`config.mk`:
```
export PLATFORM = sky130hd
export DESIGN_NAME = switch_ingress_flat
export DESIGN_NICKNAME = d
export VERILOG_FILES = /design/src/rtl/switch_pkg.sv /design/src/rtl/switch_ingress_if.sv /design/src/rtl/ingress_fifo.sv /design/src/rtl/switch_ingress.sv /design/src/flat_wrapper.sv
export SDC_FILE = /design/constraint.sdc
export NUM_CORES = 1
export LEC_CHECK = 0
export ABC_AREA = 1
export BUFFER_PORTS_ARGS = -buffer_cell sky130_fd_sc_hd__buf_4
export CAP_MARGIN = 10
export CELL_PAD_IN_SITES_DETAIL_PLACEMENT = 1
export CELL_PAD_IN_SITES_GLOBAL_PLACEMENT = 2
export CORE_UTILIZATION = 33
export DETAILED_ROUTE_END_ITERATION = 12
export GPL_ROUTABILITY_DRIVEN = 0
export PLACE_DENSITY = 0.82
export SLEW_MARGIN = 10
export SYNTH_ARGS = -nofsm -noshare
export SYNTH_HDL_FRONTEND = slang
export SYNTH_HIERARCHICAL = 1
export SYNTH_SLANG_ARGS = --single-unit
export TNS_END_PERCENT = 5
```
`constraint.sdc`:
```
create_clock -name clk -period 2.54 [get_ports clk]
set_clock_uncertainty 0.05 [all_clocks]
set_input_delay 0.508 -clock clk [delete_from_list [all_inputs] [get_ports clk]]
set_output_delay 0.508 -clock clk [all_outputs]
set_load 0.02 [all_outputs]
```
`src/rtl/switch_pkg.sv`:
```
// switch_pkg: packet type, destination-mask field and port count shared by the ingress block
package switch_pkg;
   localparam int PORTS    = 4;
   localparam int PKT_W    = 16;
   localparam int DEST_LSB = 0;
   localparam int DEST_MSB = DEST_LSB + PORTS - 1;
   typedef logic [PKT_W-1:0] pkt_t;
   typedef logic [PORTS-1:0] dest_t;
   function automatic dest_t dest_of(input pkt_t p);
      return p[DEST_MSB:DEST_LSB];
   endfunction
endpackage

```
`src/rtl/switch_ingress_if.sv`:
```
// switch_ingress_if: source handshake and switch-port launch signals
//   master : source/switch side (drives src_valid, src_data, ip_suspend)
//   slave  : ingress block side (drives src_ready, ip_valid, ip_data)
interface switch_ingress_if;
   import switch_pkg::*;
   logic src_valid;
   logic src_ready;
   pkt_t src_data;
   logic ip_valid;
   pkt_t ip_data;
   logic ip_suspend;
   modport master (output src_valid, src_data, ip_suspend, input src_ready, ip_valid, ip_data);
   modport slave  (input src_valid, src_data, ip_suspend, output src_ready, ip_valid, ip_data);
endinterface

```
`src/rtl/ingress_fifo.sv`:
```
// ingress_fifo: circular packet FIFO of any depth (not limited to powers of two)
//   clk, reset      : clock, asynchronous active-high reset (empties the FIFO)
//   push, wr_data   : write at tail, ignored when full
//   pop, rd_data    : rd_data is the head word, pop removes it, ignored when empty
//   full, empty, count : occupancy status
module ingress_fifo
   import switch_pkg::*;
#(
   parameter int DEPTH = 4
) (
   input  logic                         clk,
   input  logic                         reset,
   input  logic                         push,
   input  pkt_t                         wr_data,
   input  logic                         pop,
   output pkt_t                         rd_data,
   output logic                         full,
   output logic                         empty,
   output logic [$clog2(DEPTH+1)-1:0]   count
);
   localparam int CW = $clog2(DEPTH + 1);
   localparam int AW = (DEPTH > 1) ? $clog2(DEPTH) : 1;
   localparam logic [AW-1:0] LAST = AW'(DEPTH - 1);
   pkt_t mem [DEPTH];
   logic [AW-1:0] wr_ptr, rd_ptr;
   logic do_push, do_pop;
   assign full    = count == CW'(DEPTH);
   assign empty   = count == '0;
   assign do_push = push && !full;
   assign do_pop  = pop && !empty;
   assign rd_data = mem[rd_ptr];
   always_ff @(posedge clk)
      if (do_push) mem[wr_ptr] <= wr_data;
   always_ff @(posedge clk or posedge reset)
      if (reset) begin
         wr_ptr <= '0;
         rd_ptr <= '0;
         count  <= '0;
      end else begin
         wr_ptr <= do_push ? ((wr_ptr == LAST) ? '0 : wr_ptr + 1'b1) : wr_ptr;
         rd_ptr <= do_pop ? ((rd_ptr == LAST) ? '0 : rd_ptr + 1'b1) : rd_ptr;
         count  <= count + CW'(do_push) - CW'(do_pop);
      end
endmodule

```
`src/rtl/switch_ingress.sv`:
```
// switch_ingress: filters and queues source packets, launches them one per pulse into a switch port
//   clk, reset  : clock, asynchronous active-high reset
//   bus (slave) : src_valid/src_data/src_ready from the source; ip_valid/ip_data/ip_suspend to the switch
//   in_cnt, out_cnt, drop_cnt : accepted, delivered and dropped packet counts, wrapping at 2^16
module switch_ingress
   import switch_pkg::*;
#(
   parameter int FIFO_DEPTH = 4,
   parameter int MIN_GAP    = 0
) (
   input  logic            clk,
   input  logic            reset,
   switch_ingress_if.slave bus,
   output logic [15:0]     in_cnt,
   output logic [15:0]     out_cnt,
   output logic [15:0]     drop_cnt
);
   localparam int CW = $clog2(FIFO_DEPTH + 1);
   localparam logic [1:0] IDLE = 2'd0, SEND = 2'd1, GAP = 2'd2;
   localparam logic GAP_EN = MIN_GAP > 0;
   logic [1:0] state;
   logic [3:0] gap_cnt;
   logic [CW-1:0] occ;
   logic full, empty, take, push, pop, may_launch;
   pkt_t head;
   assign bus.src_ready = occ < CW'(FIFO_DEPTH);
   assign take = bus.src_valid && !full;
   assign push = take && dest_of(bus.src_data) != '0;
   // Launch points: IDLE, straight out of SEND when no gap is required, and the
   // last GAP cycle, so exactly MIN_GAP idle cycles separate consecutive packets.
   assign may_launch = state == IDLE || (state == SEND && !GAP_EN) || (state == GAP && gap_cnt == 4'd1);
   assign pop = may_launch && !empty && !bus.ip_suspend;
   ingress_fifo #(.DEPTH(FIFO_DEPTH)) u_fifo (
      .clk     (clk),
      .reset   (reset),
      .push    (push),
      .wr_data (bus.src_data),
      .pop     (pop),
      .rd_data (head),
      .full    (full),
      .empty   (empty),
      .count   (occ)
   );
   always_ff @(posedge clk or posedge reset)
      if (reset) begin
         state        <= IDLE;
         gap_cnt      <= '0;
         bus.ip_valid <= 1'b0;
         bus.ip_data  <= '0;
         in_cnt       <= '0;
         out_cnt      <= '0;
         drop_cnt     <= '0;
      end else begin
         bus.ip_valid <= pop;
         if (pop) bus.ip_data <= head;
         state    <= pop ? SEND : (state == SEND && GAP_EN) ? GAP : (state == GAP && gap_cnt > 4'd1) ? GAP : IDLE;
         gap_cnt  <= (state == SEND && GAP_EN) ? 4'(MIN_GAP) : (state == GAP && gap_cnt > 4'd1) ? gap_cnt - 4'd1 : 4'd0;
         in_cnt   <= in_cnt + 16'(push);
         out_cnt  <= out_cnt + 16'(pop);
         drop_cnt <= drop_cnt + 16'(take && !push);
      end
endmodule
```
`src/flat_wrapper.sv`:
```
// flat-port wrapper written by rule: the top's interface ports become plain ports
module switch_ingress_flat import switch_pkg::*;
#(
   parameter int FIFO_DEPTH = 4,
   parameter int MIN_GAP    = 0
)
  (clk, reset, in_cnt, out_cnt, drop_cnt, bus_src_valid, bus_src_data, bus_ip_suspend, bus_src_ready, bus_ip_valid, bus_ip_data);
  switch_ingress_if bus_i ();
  input  logic clk;
  input  logic reset;
  output logic [15:0] in_cnt;
  output logic [15:0] out_cnt;
  output logic [15:0] drop_cnt;
  input wire logic [$bits(bus_i.src_valid)-1:0] bus_src_valid;
  input wire logic [$bits(bus_i.src_data)-1:0] bus_src_data;
  input wire logic [$bits(bus_i.ip_suspend)-1:0] bus_ip_suspend;
  output wire logic [$bits(bus_i.src_ready)-1:0] bus_src_ready;
  output wire logic [$bits(bus_i.ip_valid)-1:0] bus_ip_valid;
  output wire logic [$bits(bus_i.ip_data)-1:0] bus_ip_data;
  assign bus_i.src_valid = bus_src_valid;
  assign bus_i.src_data = bus_src_data;
  assign bus_i.ip_suspend = bus_ip_suspend;
  assign bus_src_ready = bus_i.src_ready;
  assign bus_ip_valid = bus_i.ip_valid;
  assign bus_ip_data = bus_i.ip_data;
  switch_ingress #(.FIFO_DEPTH(FIFO_DEPTH), .MIN_GAP(MIN_GAP)) u_core (.clk(clk), .reset(reset), .bus(bus_i), .in_cnt(in_cnt), .out_cnt(out_cnt), .drop_cnt(drop_cnt));
endmodule
```
**Word level (Yosys, flattened, before mapping)**

Memory sizes are Yosys's and may differ from the RTL's. A register that Yosys moved wholly into a read port is not among the register bits.
Cells that the tools add are included.
Widths: inputs -> output; s select.

- Latch bits: 0
- Bits in read-only memories: 0
- Logic and storage cells: 51
- RAM bits: 64
- Output and inout bits: 66
- Bits in registers: 62
- Memories: 1

Memory list:

| name | depth | width | rd ports | clocked after memory_dff | wr ports | line | source |
|---|---|---|---|---|---|---|---|
| u_core.u_fifo.mem | 4 | 16 | 1 | 1 | 1 | ingress_fifo.sv:24 | `pkt_t mem [DEPTH];` |

- Muxes and demuxes: 7
- Equality and inequality tests: 6
- Order comparisons: 2
- Div/mod/pow operators: 0
- Add/sub/neg operators: 8
- Bitwise logic cells: 0
- Reductions and logical operators: 18
- Shift-type cells: 0
- Multiply operators: 0

Operators with widths:

| kind | number |
|---|---|
| $add 16x1->16 | 3 |
| $logic_and 1x1->1 | 9 |
| $mux 2 | 4 |
| $eq 2x2->1 const B | 3 |
| $add 2x1->2 const B | 2 |
| $eq 4x1->1 const B | 1 |
| $gt 4x1->1 const B | 1 |
| $logic_not 1->1 | 4 |
| $mux 4 | 1 |
| $reduce_bool 4->1 | 1 |
| $sub 4x1->4 const B | 1 |
| $add 3x1->3 | 1 |
| $eq 3x3->1 const B | 1 |
| $logic_not 3->1 | 1 |
| $lt 3x3->1 const B | 1 |
| $sub 3x1->3 | 1 |
| $eq 2x1->1 const B | 1 |
| $logic_not 2->1 | 1 |
| $logic_or 1x1->1 | 2 |
| $mux 1 | 2 |

**Depth between registers and ports, before layout**

- Depth in word-level cells: 7
- Mapped depth: 17

**Modules after synthesis**

The synthesis kept the hierarchy.

By module, submodules not included:

| module | times used | seq. area each (um^2) | area each (um^2) | cells each |
|---|---|---|---|---|
| switch_ingress | 1 | 1,751.7 | 3,258.1 | 382 |
| ingress_fifo | 1 | 2,097.0 | 3,235.6 | 245 |

**Worst setup path before layout**

OpenSTA, ideal clock, no wires.

- Path kind: register -> register
- Start point: register u_core.u_fifo.count[1]
- End point: register u_core.u_fifo.count[2]
- Buffers on the path: 1
- Arrival: 2.253 ns
- Cell stages (with the launch flop): 18
- Setup time: 0.065 ns
- Path slack: 0.172 ns
- Path through: dfrtp_1 nor2_2 nand2_1 inv_1 nor2_1 nand2_1 inv_1 nand2_4 inv_6 buf_8 nand2_1 inv_1 ha_1 inv_1 ha_1 fa_1 nand3b_1 nand2_1

- Elaborated cells between the ends (all ways): 12
- Those cells by class: 2 x add/sub; 1 x eq/ne; 9 x reduce/logical

RTL lines:

| item | line | source |
|---|---|---|
| from (decl) | ingress_fifo.sv:19 | `output logic [$clog2(DEPTH+1)-1:0] count` |
| from (signal assigned) | ingress_fifo.sv:42 | `count <= count + CW'(do_push) - CW'(do_pop);` |
| $logic_not 3->1 | ingress_fifo.sv:28 | `assign empty = count == '0;` |
| net u_core.empty | switch_ingress.sv:24 | `logic full, empty, take, push, pop, may_launch;` |
| $logic_not 1->1 | switch_ingress.sv:32 | `assign pop = may_launch && !empty && !bus.ip_suspend;` |
| $logic_and 1x1->1 (2 in series) | switch_ingress.sv:32 |  |
| net u_core.pop | switch_ingress.sv:24 |  |
| $logic_and 1x1->1 | ingress_fifo.sv:30 | `assign do_pop = pop && !empty;` |
| net u_core.u_fifo.do_pop | ingress_fifo.sv:26 | `logic do_push, do_pop;` |
| $sub 3x1->3 | ingress_fifo.sv:42 |  |

The timed path passes the listed nets, and every way through them passes these cells.
A chain may end at the register's enable or synchronous reset.

**Worst setup path in the final report**

- Start point: register u_core.u_fifo.count[0]
- End point: register u_core.u_fifo.count[2]

- Elaborated cells between the ends (all ways): 12
- Those cells by class: 2 x add/sub; 1 x eq/ne; 9 x reduce/logical

RTL lines:

| item | line |
|---|---|
| $logic_not 3->1 (*) | ingress_fifo.sv:28 |
| net u_core.empty | switch_ingress.sv:24 |
| $logic_not 1->1 (*) | ingress_fifo.sv:30, switch_ingress.sv:32 |
| $logic_and 1x1->1 (2 in series) | switch_ingress.sv:32 |
| $logic_and 1x1->1 (*) | ingress_fifo.sv:30 |
| net u_core.u_fifo.do_pop | ingress_fifo.sv:26 |
| $sub 3x1->3 (*) | ingress_fifo.sv:42 |

The timed path passes the listed nets; every way through them passes the cells marked *.

==> impl_metrics.yaml <==
status:
  status: "complete, no violations"
floorplanning:
  start_util_pct: 34.14
  core_area_um2: 19020
  die_x_um: 142.3
  die_y_um: 142.3
  dieArea_um2: 20240
  ioPinCount: 86
  rows: 50
routing:
  drtIter0Drc: 155
  drt_first_pass_iters: 4
  via_per_inst: 4.527
  route.detailed.wl_per_inst_um: 15.09
  final_antenna_net_count: 0
  drt-total-wl_um: 15140
  route.vias.total: 4541
  drc_errors: 0
logic_synthesis:
  ys_seq_area_share_pct: 59.27
  netlist_instances: 627
  ys_top_cells_by_area: "dfrtp_1 (30%), edfxtp_1 (30%), nand2_1 (10%)"
  synth_area_um2: 6494
  synth-edff-count: 64
  synth_nets: 663
  yosysUniqueCellTypes: 32
  async_flop_share_pct: 54.61
  yosysWarnings: 6
  avgSynthCellArea_um2: 10.36
  yosys.area.top_type_share_pct: 29.67
  synth-seq-cells: 141
  synth_top_area_cell: "dfrtp_1"
  synthFlopType: "dfrtp_1"
layout:
  final_cell_mix: "nand2_1 (172), buf_4 (93), inv_1 (83)"
  fin_nets: 766
  diodes: 0
  layout_commonest_cell: "nand2_1"
  synthToLayoutAreaGrowth_pct: 23.18
  stdcell_count: 1003
  drive_gt1_share_pct: 27.32
  fill_cells: 2168
  final_util_pct: 42.06
pwr:
  cellPowerDensity_nw_per_um2: 1053
  ir_worst_vdd_mv: 0.5388
  leakage_nw: 3.691
grt:
  grt_pass1_vias: 4867
  grt_start_max_net_pins: 54
  track_usage_pct: 16.19
  grt_util_met3_pct: 3.466
  grt_util_met2_pct: 27.81
  use_met1_pct: 19.89
  grt_busiest_layer: "met2"
  antenna_found_initial: 0
  grt_pass1_wl_um: 24870
  grt_overflow_total: 0
sta:
  timing.fmax_mhz: 427.1
  setup_viol: 0
  period_needed_ns: 2.341
  maxSlewViolCount: 0
  relSlewSlack_pct: 58.07
  worst_pin_slew_ns: 0.6289
  rsz0062_at_grt: "false"
  min_period_over_period_pct: 92.17
  hold_viol: 0
  setup_tns_ns: 0
clock_network:
  cts_max_path_buffers: 2
  cts-root-buf: "clkbuf_16"
  clock-sinks: 141
  cts_buffers: 17
  clk_latency_ns: 0.41
  cts_tree: "yes"
  h-tree-depth: 4
  postCtsSetupBuffers: 0
  clk_pin_slew_worst_paths_ns: 0.06
critical_path:
  crit_arrival_ns: 2.65
  start_kind: "flip-flop"
  path_max_fanout: 9
  worstPathRequired_ns: 2.84
  path_class: "flip-flop to flip-flop"
  worstSetupEndpointType: "flip-flop"
placement:
  place_inst: 971
  portBuffers: 85
  place_hpwl_um: 11010
job:
  maxCapViolations: 0
hold_path:
  hold_class: "input port to async pin"
cell families after synthesis:
| group | after synthesis | share of synthesized area (%) |
|---|---|---|
| DFF | 141 | 59.27 |
| AOI/OAI and AO/OA | 43 | 6.320 |
| adders and majority gates | 16 | 3.198 |
| xor gates and xnor gates | 24 | 3.237 |
| and+or+nand+nor | 303 | 20.39 |
| buffers and inverters | 100 | 7.592 |
final timing paths:
| path | from | endpoint | slack (ns) | depth (start not counted) |
|---|---|---|---|---|
| min | reset | u_core/u_fifo/count[2]$_DFF_PP0_ | 0.03 | 2 |
| max in group asynchronous | reset | u_core/out_cnt[6]$_DFF_PP0_ | 1.73 | 3 |
| min reg2reg | u_core/gap_cnt[0]$_DFF_PP0_ | u_core/gap_cnt[0]$_DFF_PP0_ | 0.42 | 1 |
| max | u_core/u_fifo/count[0]$_DFF_PP0_ | u_core/u_fifo/count[2]$_DFF_PP0_ | 0.20 | 16 |
| max reg2reg | u_core/u_fifo/count[0]$_DFF_PP0_ | u_core/u_fifo/count[2]$_DFF_PP0_ | 0.20 | 16 |
| min in group clk | bus_src_data[8] | u_core/u_fifo/mem[0][8]$_DFFE_PP_ | 0.24 | 1 |
sequential cells by signal, summed over array words and instances, names as in the netlist:
signal and flops:
u_core/u_fifo/count 3, u_core/state 2, u_core/out_cnt 16, u_core/gap_cnt 4
u_core/bus.ip_data 16, u_core/in_cnt 16, u_core/u_fifo/wr_ptr 2, u_core/u_fifo/mem 64
u_core/u_fifo/rd_ptr 2, u_core/drop_cnt 16
power by group:
part / leakage, nW / internal (mW) / switching [mW] / total [mW]
combinational: 1.85 / 1.04 / 1.66 / 2.70
sequential: 1.57 / 2.93 / 0.431 / 3.36
clock: 0.274 / 1.36 / 1.00 / 2.36
cells in the mapped netlist, drive strengths merged, types with 2 or more instances:
cell    instances
nand2         208
inv            87
dfrtp          77
edfxtp         64
nor2           59
o211ai         32
nand3          21
xor2           18
ha             15
buf            12
nand4          10
o21ai          10
xnor2           6
nand3b          2
worst max-delay path, cell delays in order (launching register included):
cell	delay, ns
dfrtp_1	0.40
nor2_2	0.16
nand2_2	0.10
inv_1	0.07
nor2_1	0.04
nand2_1	0.05
inv_1	0.06
nand2_4	0.08
inv_6	0.05
nand2_1	0.10
inv_1	0.05
ha_1	0.26
inv_1	0.04
ha_1	0.19
fa_2	0.34
nand3b_1	0.17
nand2_1	0.07
metal layers:
layer,wire (um),up-vias
met5,0,-
met4,199,0
met3,562,16
met2,7594,73
met1,6783,2239
li1,-,2213
metrics by stage:
step / setup slack (ns) / hold WS [ns] / power (mW) / area, um^2
floorplan: 0.1719 / 0.2614 / 5.179 / 6494
global placement: 0.07952 / 0.4007 / 5.999 / 7426
detailed placement: 0.01307 / 0.4096 / 6.151 / 7426
CTS: 0.09865 / 0.01070 / 8.565 / 7989
global route: 0.007765 / 0.04014 / 8.946 / 7999
finish: 0.1988 / 0.03427 / 8.421 / 7999
area by class of cell:
class / count / area (um^2) / share of cell area [%]
inverter: 88 / 340.3 / 4.255
sequential: 141 / 3850 / 48.13
multi-input combinational: 386 / 2162 / 27.03
timing repair buffer: 96 / 758.2 / 9.479
clock inverter: 15 / 137.6 / 1.721
tap: 260 / 325.3 / 4.067
clock buffer: 17 / 425.4 / 5.318
what timing repair did:
action | CTS | global route
setup endpoints to repair | 0 | 2
hold buffers | 0 | 0
resized for setup | 0 | 3
Note: power is estimated with default switching activity, not from simulation.
